$ cat config.mk
export PLATFORM = sky130hd
export DESIGN_NAME = hex_display_scanner
export DESIGN_NICKNAME = d
export VERILOG_FILES = /design/src/rtl/hex_display_pkg.sv /design/src/rtl/hex_to_7seg.sv /design/src/rtl/hex_display_scanner.sv
export SDC_FILE = /design/constraint.sdc
export NUM_CORES = 1
export LEC_CHECK = 0
export CORE_MARGIN = 1
export CORE_UTILIZATION = 35
export CTS_CLUSTER_SIZE = 25
export DETAILED_ROUTE_END_ITERATION = 7
export HOLD_SLACK_MARGIN = 0.15
export PLACE_DENSITY = 0.69
export SLEW_MARGIN = 20
export SYNTH_ARGS = -nofsm -noshare
export SYNTH_HDL_FRONTEND = slang
export SYNTH_SLANG_ARGS = --single-unit
$ cat constraint.sdc
create_clock -name Clock -period 4.58 [get_ports Clock]
set_input_delay 0.916 -clock Clock [delete_from_list [all_inputs] [get_ports Clock]]
set_output_delay 0.916 -clock Clock [all_outputs]
set_load 0.01 [all_outputs]
$ cat src/rtl/hex_display_pkg.sv
// Shared constants for the hex display scanner: segment codes and scan states.
package hex_display_pkg;

    localparam logic [6:0] SEG_OFF = 7'h7F;

    // Active-low gfedcba patterns; entry 0 is the rightmost element.
    localparam logic [15:0][6:0] SEG_TABLE = {
        7'h0E, 7'h06, 7'h21, 7'h46, 7'h03, 7'h08, 7'h10, 7'h00,
        7'h78, 7'h02, 7'h12, 7'h19, 7'h30, 7'h24, 7'h79, 7'h40
    };

    typedef enum logic {
        BLANK = 1'b0,
        DRIVE = 1'b1
    } scan_state_e;

endpackage

$ cat src/rtl/hex_to_7seg.sv
// Combinational hex nibble to active-low seven-segment decoder.
module hex_to_7seg
    import hex_display_pkg::*;
(
    input  logic [3:0] nibble,
    output logic [6:0] seg_n
);

    assign seg_n = SEG_TABLE[nibble];

endmodule

$ cat src/rtl/hex_display_scanner.sv
// Time-multiplexed common-anode hex display driver with hold and leading-zero blanking.
module hex_display_scanner
    import hex_display_pkg::*;
#(
    parameter int unsigned DIGITS      = 5,
    parameter int unsigned REFRESH_DIV = 50000
) (
    input  logic                  Clock,
    input  logic                  Reset,
    input  logic [4*DIGITS-1:0]   Value,
    input  logic                  Load,
    input  logic                  Hold_n,
    input  logic                  Blank_lz,
    output logic [6:0]            Seg_n,
    output logic [DIGITS-1:0]     Digit_en_n,
    output logic [4*DIGITS-1:0]   Shown
);

    localparam int unsigned DIV_W = $clog2(REFRESH_DIV);
    localparam int unsigned IDX_W = (DIGITS > 1) ? $clog2(DIGITS) : 1;
    localparam logic [DIV_W-1:0] DIV_LAST = DIV_W'(REFRESH_DIV - 1);
    localparam logic [IDX_W-1:0] IDX_LAST = IDX_W'(DIGITS - 1);

    logic                hold_meta;
    logic                hold_s;
    logic [DIV_W-1:0]    div_q;
    logic [IDX_W-1:0]    idx_q;
    logic [IDX_W-1:0]    idx_d;
    scan_state_e         state_q;
    scan_state_e         state_d;
    logic [6:0]          seg_d;
    logic [6:0]          dec_seg;
    logic [DIGITS-1:0]   en_d;
    logic [4*DIGITS-1:0] upper;
    logic                lz_blank;

    // Two-flop synchroniser for the asynchronous pushbutton.
    always_ff @(posedge Clock or posedge Reset) begin
        if (Reset) begin
            hold_meta <= 1'b1;
            hold_s    <= 1'b1;
        end else begin
            hold_meta <= Hold_n;
            hold_s    <= hold_meta;
        end
    end

    always_ff @(posedge Clock or posedge Reset) begin
        if (Reset) begin
            Shown <= '0;
        end else if (Load && hold_s) begin
            Shown <= Value;
        end
    end

    // Nibbles from the selected digit upward; all-zero means a leading zero.
    assign upper    = Shown >> (4 * int'(idx_q));
    assign lz_blank = Blank_lz && (idx_q != '0) && (upper == '0);

    hex_to_7seg u_dec (
        .nibble (upper[3:0]),
        .seg_n  (dec_seg)
    );

    always_comb begin
        state_d = state_q;
        idx_d   = idx_q;
        seg_d   = SEG_OFF;
        en_d    = '1;
        unique case (state_q)
            BLANK: begin
                state_d = DRIVE;
            end
            DRIVE: begin
                for (int i = 0; i < int'(DIGITS); i++) begin
                    en_d[i] = (idx_q != IDX_W'(i));
                end
                seg_d = lz_blank ? SEG_OFF : dec_seg;
                if (div_q == DIV_LAST) begin
                    idx_d   = (idx_q == IDX_LAST) ? '0 : idx_q + 1'b1;
                    state_d = BLANK;
                end
            end
            default: begin
                state_d = BLANK;
            end
        endcase
    end

    always_ff @(posedge Clock or posedge Reset) begin
        if (Reset) begin
            div_q      <= '0;
            idx_q      <= '0;
            state_q    <= BLANK;
            Seg_n      <= SEG_OFF;
            Digit_en_n <= '1;
        end else begin
            div_q      <= (div_q == DIV_LAST) ? '0 : div_q + 1'b1;
            idx_q      <= idx_d;
            state_q    <= state_d;
            Seg_n      <= seg_d;
            Digit_en_n <= en_d;
        end
    end

endmodule

==> results of run 1 <==
## routing by layer
layer,up-vias,GRT usage [%],wire length [um]
met4,0,5.24,85
met2,47,22.1,2590
li1,920,-,-
met1,972,19.6,2550
met3,7,3.64,296
met5,-,0,0
## worst max-delay path, cell delays in order, from the launching register on
cell	delay (ns)
dfrtp_1	0.85
mux2i_1	0.30
nor3_1	0.06
a311o_2	0.41
inv_1	0.17
ha_1	0.21
nand2_1	0.08
nor4_1	0.22
a31oi_1	0.26
o211ai_1	0.17
## cell families after synthesis
family,after synthesis,share of synthesized area [%]
simple gates,70,14.3
flops,54,50.3
mux,36,14.3
compound gates,29,7.58
buf+inv,15,3.54
xor+xnor,14,4.50
fa+ha+maj,12,5.51
## power groups by stage
stage               Combinational, W  Sequential [W]  Clock, W
finish                      0.000257        0.000568  0.000320
global route                0.000283        0.000576  0.000348
CTS                         0.000261        0.000569  0.000330
detailed placement          0.000259        0.000578         0
global placement            0.000255        0.000578         0
floorplan                   0.000110        0.000589         0
## worst paths after layout
| kind | from | to | slack [ns] | cells after the start |
|---|---|---|---|---|
| worst max-delay path | idx_q[1]$_DFFE_PP0P_ | Seg_n[4]$_DFF_PP1_ | 1.74 | 9 |
| worst min-delay path | hold_meta$_DFF_PP1_ | hold_s$_DFF_PP1_ | 0.36 | 0 |
| worst max register to register | idx_q[1]$_DFFE_PP0P_ | Seg_n[4]$_DFF_PP1_ | 1.74 | 9 |
| worst min register to register | hold_meta$_DFF_PP1_ | hold_s$_DFF_PP1_ | 0.36 | 0 |
| max in group asynchronous | Reset | Shown[2]$_DFFE_PP0P_ | 2.98 | 2 |
| min in group asynchronous | Reset | div_q[1]$_DFF_PP0_ | 1.08 | 2 |
## final cells by class
cell class / count / area, um^2 / share of cell area, %
clock buffers: 6 / 72.6 / 2.10
multi-input cells: 161 / 1260 / 36.5
clock inverters: 2 / 38.8 / 1.12
inverters: 7 / 27.5 / 0.798
well taps: 99 / 124 / 3.59
repair buffers: 56 / 561 / 16.2
flip-flops and latches: 54 / 1370 / 39.7
## stage by stage
stage                     cells  hold WS, ns  total power (W)  utilization (%)
after floorplan             230        0.345         0.000699                -
after global placement      377        0.348         0.000833             45.3
after detailed placement    377        0.349         0.000837             45.3
after CTS                   385        0.364          0.00116             46.8
after global routing        385        0.365          0.00121             46.8
final                       385        0.362          0.00115             46.8
## cells in the mapped netlist, types with 2 or more instances
cell type,instances,area share [%]
a211oi_1,3,0.83
a21o_2,2,0.64
a21oi_1,4,0.73
a32oi_1,2,0.64
and2b_2,2,0.64
and3_1,3,0.69
buf_4,2,0.55
buf_6,3,1.2
clkbuf_1,2,0.28
dfrtp_1,40,37
dfstp_2,14,14
ha_1,12,5.5
inv_1,7,0.96
mux2_2,24,9.9
mux2i_1,12,4.4
nand2_1,15,2.1
nand2b_1,4,0.92
nand3_1,10,1.8
nor2_1,15,2.1
nor3_1,7,1.3
nor4_1,4,0.92
o211ai_1,2,0.55
o21ai_0,7,1.3
o221ai_1,3,0.96
xnor2_1,6,1.9
xor2_1,8,2.6
## state kept, by name (all words and copies together), names as in the netlist
register and cells:
Digit_en_n 5, Seg_n 7, Shown 20, div_q 16
hold_meta 1, hold_s 1, idx_q 3, state_q 1
==> metrics, run 1 <==
crit start category flop; Top FF cell, synth dfrtp_1; clock sinks 54; post-synth net total 267; area delta synth->final 26.7%; wire per inst 14.3 um; # Post-CTS Setup Buffers 0; I/O Buffers 56; Post-Synthesis Cells 230; worst path arrival time roughly 3 ns; Max VDD drop 0.154 mV; CTS Buf Count 5; switching power approximately 0.00030 W; layout filler cell count roughly 710; Max Root-Sink Buffers 2; Slew @ Worst Pin ~0.9 ns; critical path class flop to flop; CTS tree done; Max Slew Vio Count 0; NumNets Final about 320; Finish-stage setup viols 0; drt drc 0; Leak 1.45 nW; Sw Ratio 26.3%; global-route wire length before repair 9540 um; worst skew pair latency 0.31 ns; initial drt markers 71; Rel. slew slack 40.7%; Clock power frac around 28%; Seq cells post-synth 54; Antenna Violating Nets Remaining 0; register area share after synthesis 50.3%; vias in the first global route 1,988; setup tns final 0 ns; Critical Path Sink Type flop; asr flop ratio synth 100%; f_max 0.352 GHz; share of cells above drive strength 1 19.9%; Distinct cells, synth 43; Worst EP required 4.80 ns; synthesized area per cell 11.8 um^2; chip width 90.2 um; Post-DP HPWL 4020 um; Synth Warn # 0; largest net degree at the start of global routing 55; setup ws final 1.74 ns; Power per Cell Area 332 nW/um^2; Initial DRT Pass Iterations 4; Routed Wire Length 5520 um; initial antenna violation count 0; GRT Resource Usage Total 14.4%; FP Rows 31; CTS resizes 0; CP max FO 25; commonest non-fill, non-tap cells in the layout clkdlybuf4s50_1, dfrtp_1, mux2_2; antenna cells 0; RePlAce Congestion 0.813; Clock Skews 0.0120 ns; pre-CTS setup slack roughly 1.8 ns; period utilization around three fifths; RSZ-0062 raised after global routing no; Die Height 90.2 um; # hold bufs at CTS 0; Clock transition at path regs 0.10 ns; vias about 2,000; combinational group share of total power 22.5%; Clock Root Buffer clkbuf_8; core area 7370 um^2; post-place instance area 3340 um^2; Top Ports 57; Via density between 5 and 6; sequential fraction of design power approximately half; grt ovf 0; final worst path period need around 2.8 ns; Design Area, Final 3450 um^2; Post-Syn Area between 2000 and 3000 um^2; die footprint 8140 um^2; Internal Power 0.000844 W; Hold Crit Class flop to flop; CTS H-tree depth 2; commonest non-fill, non-tap cell in the layout clkdlybuf4s50_1; maxcap violations 0; starting density of the core 37.0%; Post-synth EDFFs 0; final hold vios 0; status finished clean
Power figures use the tool's default switching activity.
==> inputs of run 2 (changes only) <==
--- a/config.mk
+++ b/config.mk
@@ -10,7 +10,7 @@
 export CTS_CLUSTER_SIZE = 25
 export DETAILED_ROUTE_END_ITERATION = 7
 export HOLD_SLACK_MARGIN = 0.15
-export PLACE_DENSITY = 0.69
+export PLACE_DENSITY = 0.72
 export SLEW_MARGIN = 20
 export SYNTH_ARGS = -nofsm -noshare
 export SYNTH_HDL_FRONTEND = slang
==> constraint.sdc (replaced) <==
create_clock -name Clock -period 2.3 [get_ports Clock]
set_input_delay 0.46 -clock Clock [delete_from_list [all_inputs] [get_ports Clock]]
set_output_delay 0.46 -clock Clock [all_outputs]
set_load 0.01 [all_outputs]
==> metrics, run 2 (synthesis gave the netlist of run 1 again) <==
status finished clean; largest net degree at the start of global routing 35 (-36%); Clock transition at path regs 0.10 ns (about the same); combinational group share of total power 24.6% (+2.1 points); worst path arrival time 2.40 ns (-0.66 ns); critical path class flop to flop; I/O Buffers 56 (unchanged); Routed Wire Length 5460 um (-1.1%); share of cells above drive strength 1 27.1% (+7.1 points); starting density of the core 37.0% (unchanged); max reg flops 20 (unchanged); Initial DRT Pass Iterations 4 (unchanged); worst skew pair latency 0.31 ns (about the same); clock sinks 54 (unchanged); antenna cells 0 (unchanged); Finish-stage setup viols 0 (unchanged); f_max 0.459 GHz (+30%); CTS tree done; Die Height 90.2 um (unchanged); final hold vios 0 (unchanged); final hold slack 0.363 ns (+0.000423 ns); grt ovf 0 (unchanged); post-place instance area 3450 um^2 (+3.4%); maxcap violations 0 (unchanged); largest registers Shown: 20 flops, div_q: 16 flops, Seg_n: 7 flops; initial drt markers 89 (+25%); NumNets Final 339 (+5.3%); Sw Ratio 27.3% (+1.0 points); Top Ports 57 (unchanged); Hold Crit Class flop to flop; global-route wire length before repair 9180 um (-3.8%); vias 1,943 (-0.15%); core area 7370 um^2 (unchanged); vias in the first global route 1,899 (-4.5%); Clock power frac 23.6% (-4.3 points); Power Total 0.00218 W (+91%); Rel. slew slack 65.2% (+25 points); die footprint 8140 um^2 (unchanged); Clock Skews 0.0127 ns (+0.000758 ns); Post-DP HPWL 4090 um (+1.7%); wire per inst 13.6 um (-5.3%); Multi-input gate area 1300 um^2 (+3.2%); switching power 0.000597 W (+98%); CTS H-tree depth 2 (unchanged); Power per Cell Area 603 nW/um^2 (+82%); Max Root-Sink Buffers 2 (unchanged); Worst EP required 2.52 ns (-2.28 ns); CP max FO 7 (-72%); chip width 90.2 um (unchanged); Max Slew Vio Count 0 (unchanged); Via density 4.83 (-4.4%); initial antenna violation count 0 (unchanged); Critical Path Sink Type flop; pre-CTS setup slack -0.0194 ns (-1.81 ns); crit start category flop; largest reg by FF count Shown; Leak 1.54 nW (+6.0%); period utilization 94.7% (+33 points); GRT Resource Usage Total 13.9% (-0.47 points); Max VDD drop 0.368 mV (+140%); layout filler cell count 677 (-4.0%); sequential fraction of design power 51.9% (+2.3 points); Antenna Violating Nets Remaining 0 (unchanged); Clock Root Buffer clkbuf_8; area delta synth->final 32.9%; setup ws final 0.122 ns (-1.62 ns); Slew @ Worst Pin 0.517 ns (-0.371 ns); FP Rows 31 (unchanged); final worst path period need 2.18 ns (-0.659 ns); commonest non-fill, non-tap cells in the layout clkdlybuf4s50_1, dfrtp_1, mux2_2; commonest non-fill, non-tap cell in the layout clkdlybuf4s50_1; Internal Power 0.00159 W (+88%); CTS Buf Count 5 (unchanged); RePlAce Congestion 0.817 (+0.47%); # hold bufs at CTS 0 (unchanged); final core utilization 49.1% (+2.3 points); Design Area, Final 3620 um^2 (+4.9%); drt drc 0 (unchanged); sequential cell area 1370 um^2 (+0.27%)
[run 2: cell count changes in the layout (fill, tap and decap cells not counted), sizes merged]
cell	before	now
bufinv	1	0
buf	0	17
inv	6	7
[run 2: final cells by class]
| type | count | area share (%) |
|---|---|---|
| Sequential cell | 54 | 37.9 |
| Inverter | 7 | 0.726 |
| Timing Repair Buffer | 73 | 19.7 |
| Clock buffer | 6 | 2.00 |
| Clock inverter | 2 | 0.380 |
| Multi-Input combinational cell | 161 | 35.9 |
| Tap cell | 99 | 3.42 |
[run 2: metrics by stage]
step / TNS [ns] / std cells
global route: -0.121 / 402
finish: 0 / 402
detailed placement: -0.0297 / 389
floorplan: 0 / 230
CTS: 0 / 397
global placement: 0 / 389
[run 2: path summary, 6_finish.rpt]
path	start	endpoint	slack (ns)	depth (start not counted)
worst max register to register	idx_q[2]$_DFFE_PP0P_	Seg_n[4]$_DFF_PP1_	0.12	9
worst min-delay path	hold_meta$_DFF_PP1_	hold_s$_DFF_PP1_	0.36	0
max in group asynchronous	Reset	Seg_n[6]$_DFF_PP1_	1.23	3
worst min register to register	hold_meta$_DFF_PP1_	hold_s$_DFF_PP1_	0.36	0
min in group asynchronous	Reset	Shown[16]$_DFFE_PP0P_	0.47	2
worst max-delay path	idx_q[2]$_DFFE_PP0P_	Seg_n[4]$_DFF_PP1_	0.12	9
[run 2: critical path: stages (launching register included)]
cell and delay (ns):
dfrtp_2 0.44, mux2i_1 0.20, nor3_1 0.07, a311o_2 0.36
inv_1 0.10, ha_2 0.21, nand2_2 0.09, nor4_4 0.31
a31oi_4 0.18, o211ai_1 0.13
[run 2: power by group through the flow]
stage,Combinational [W],Sequential [W],Clock [W]
6_report,0.000536,0.00113,0.000515
5_1_grt,0.000585,0.00115,0.000589
4_1_cts,0.000534,0.00113,0.000537
3_5_place_dp,0.000530,0.00115,0
3_3_place_gp,0.000528,0.00115,0
2_1_floorplan,0.000220,0.00117,0
[run 2: routing by layer]
| metal | part of all wire [%] | global-route usage, % | vias up |
|---|---|---|---|
| met2 | 44 | 20.0 | 48 |
| met4 | 2.1 | 5.91 | 0 |
| met1 | 49 | 19.8 | 929 |
| li1 | - | - | 959 |
| met3 | 5.1 | 3.64 | 7 |
| met5 | 0 | 0 | - |
[run 2: what timing repair did]
action,CTS,global route
resized for setup,3,8
setup buffers,0,5
pin swaps,0,2
setup endpoints to repair,7,7
==> inputs of run 3 (changes only) <==
--- a/config.mk
+++ b/config.mk
@@ -11,7 +11,6 @@
 export DETAILED_ROUTE_END_ITERATION = 7
 export HOLD_SLACK_MARGIN = 0.15
 export PLACE_DENSITY = 0.72
-export SLEW_MARGIN = 20
 export SYNTH_ARGS = -nofsm -noshare
 export SYNTH_HDL_FRONTEND = slang
 export SYNTH_SLANG_ARGS = --single-unit
==> results of run 3 <==
Final layout, timing and power as in run 2 (identical DEF).
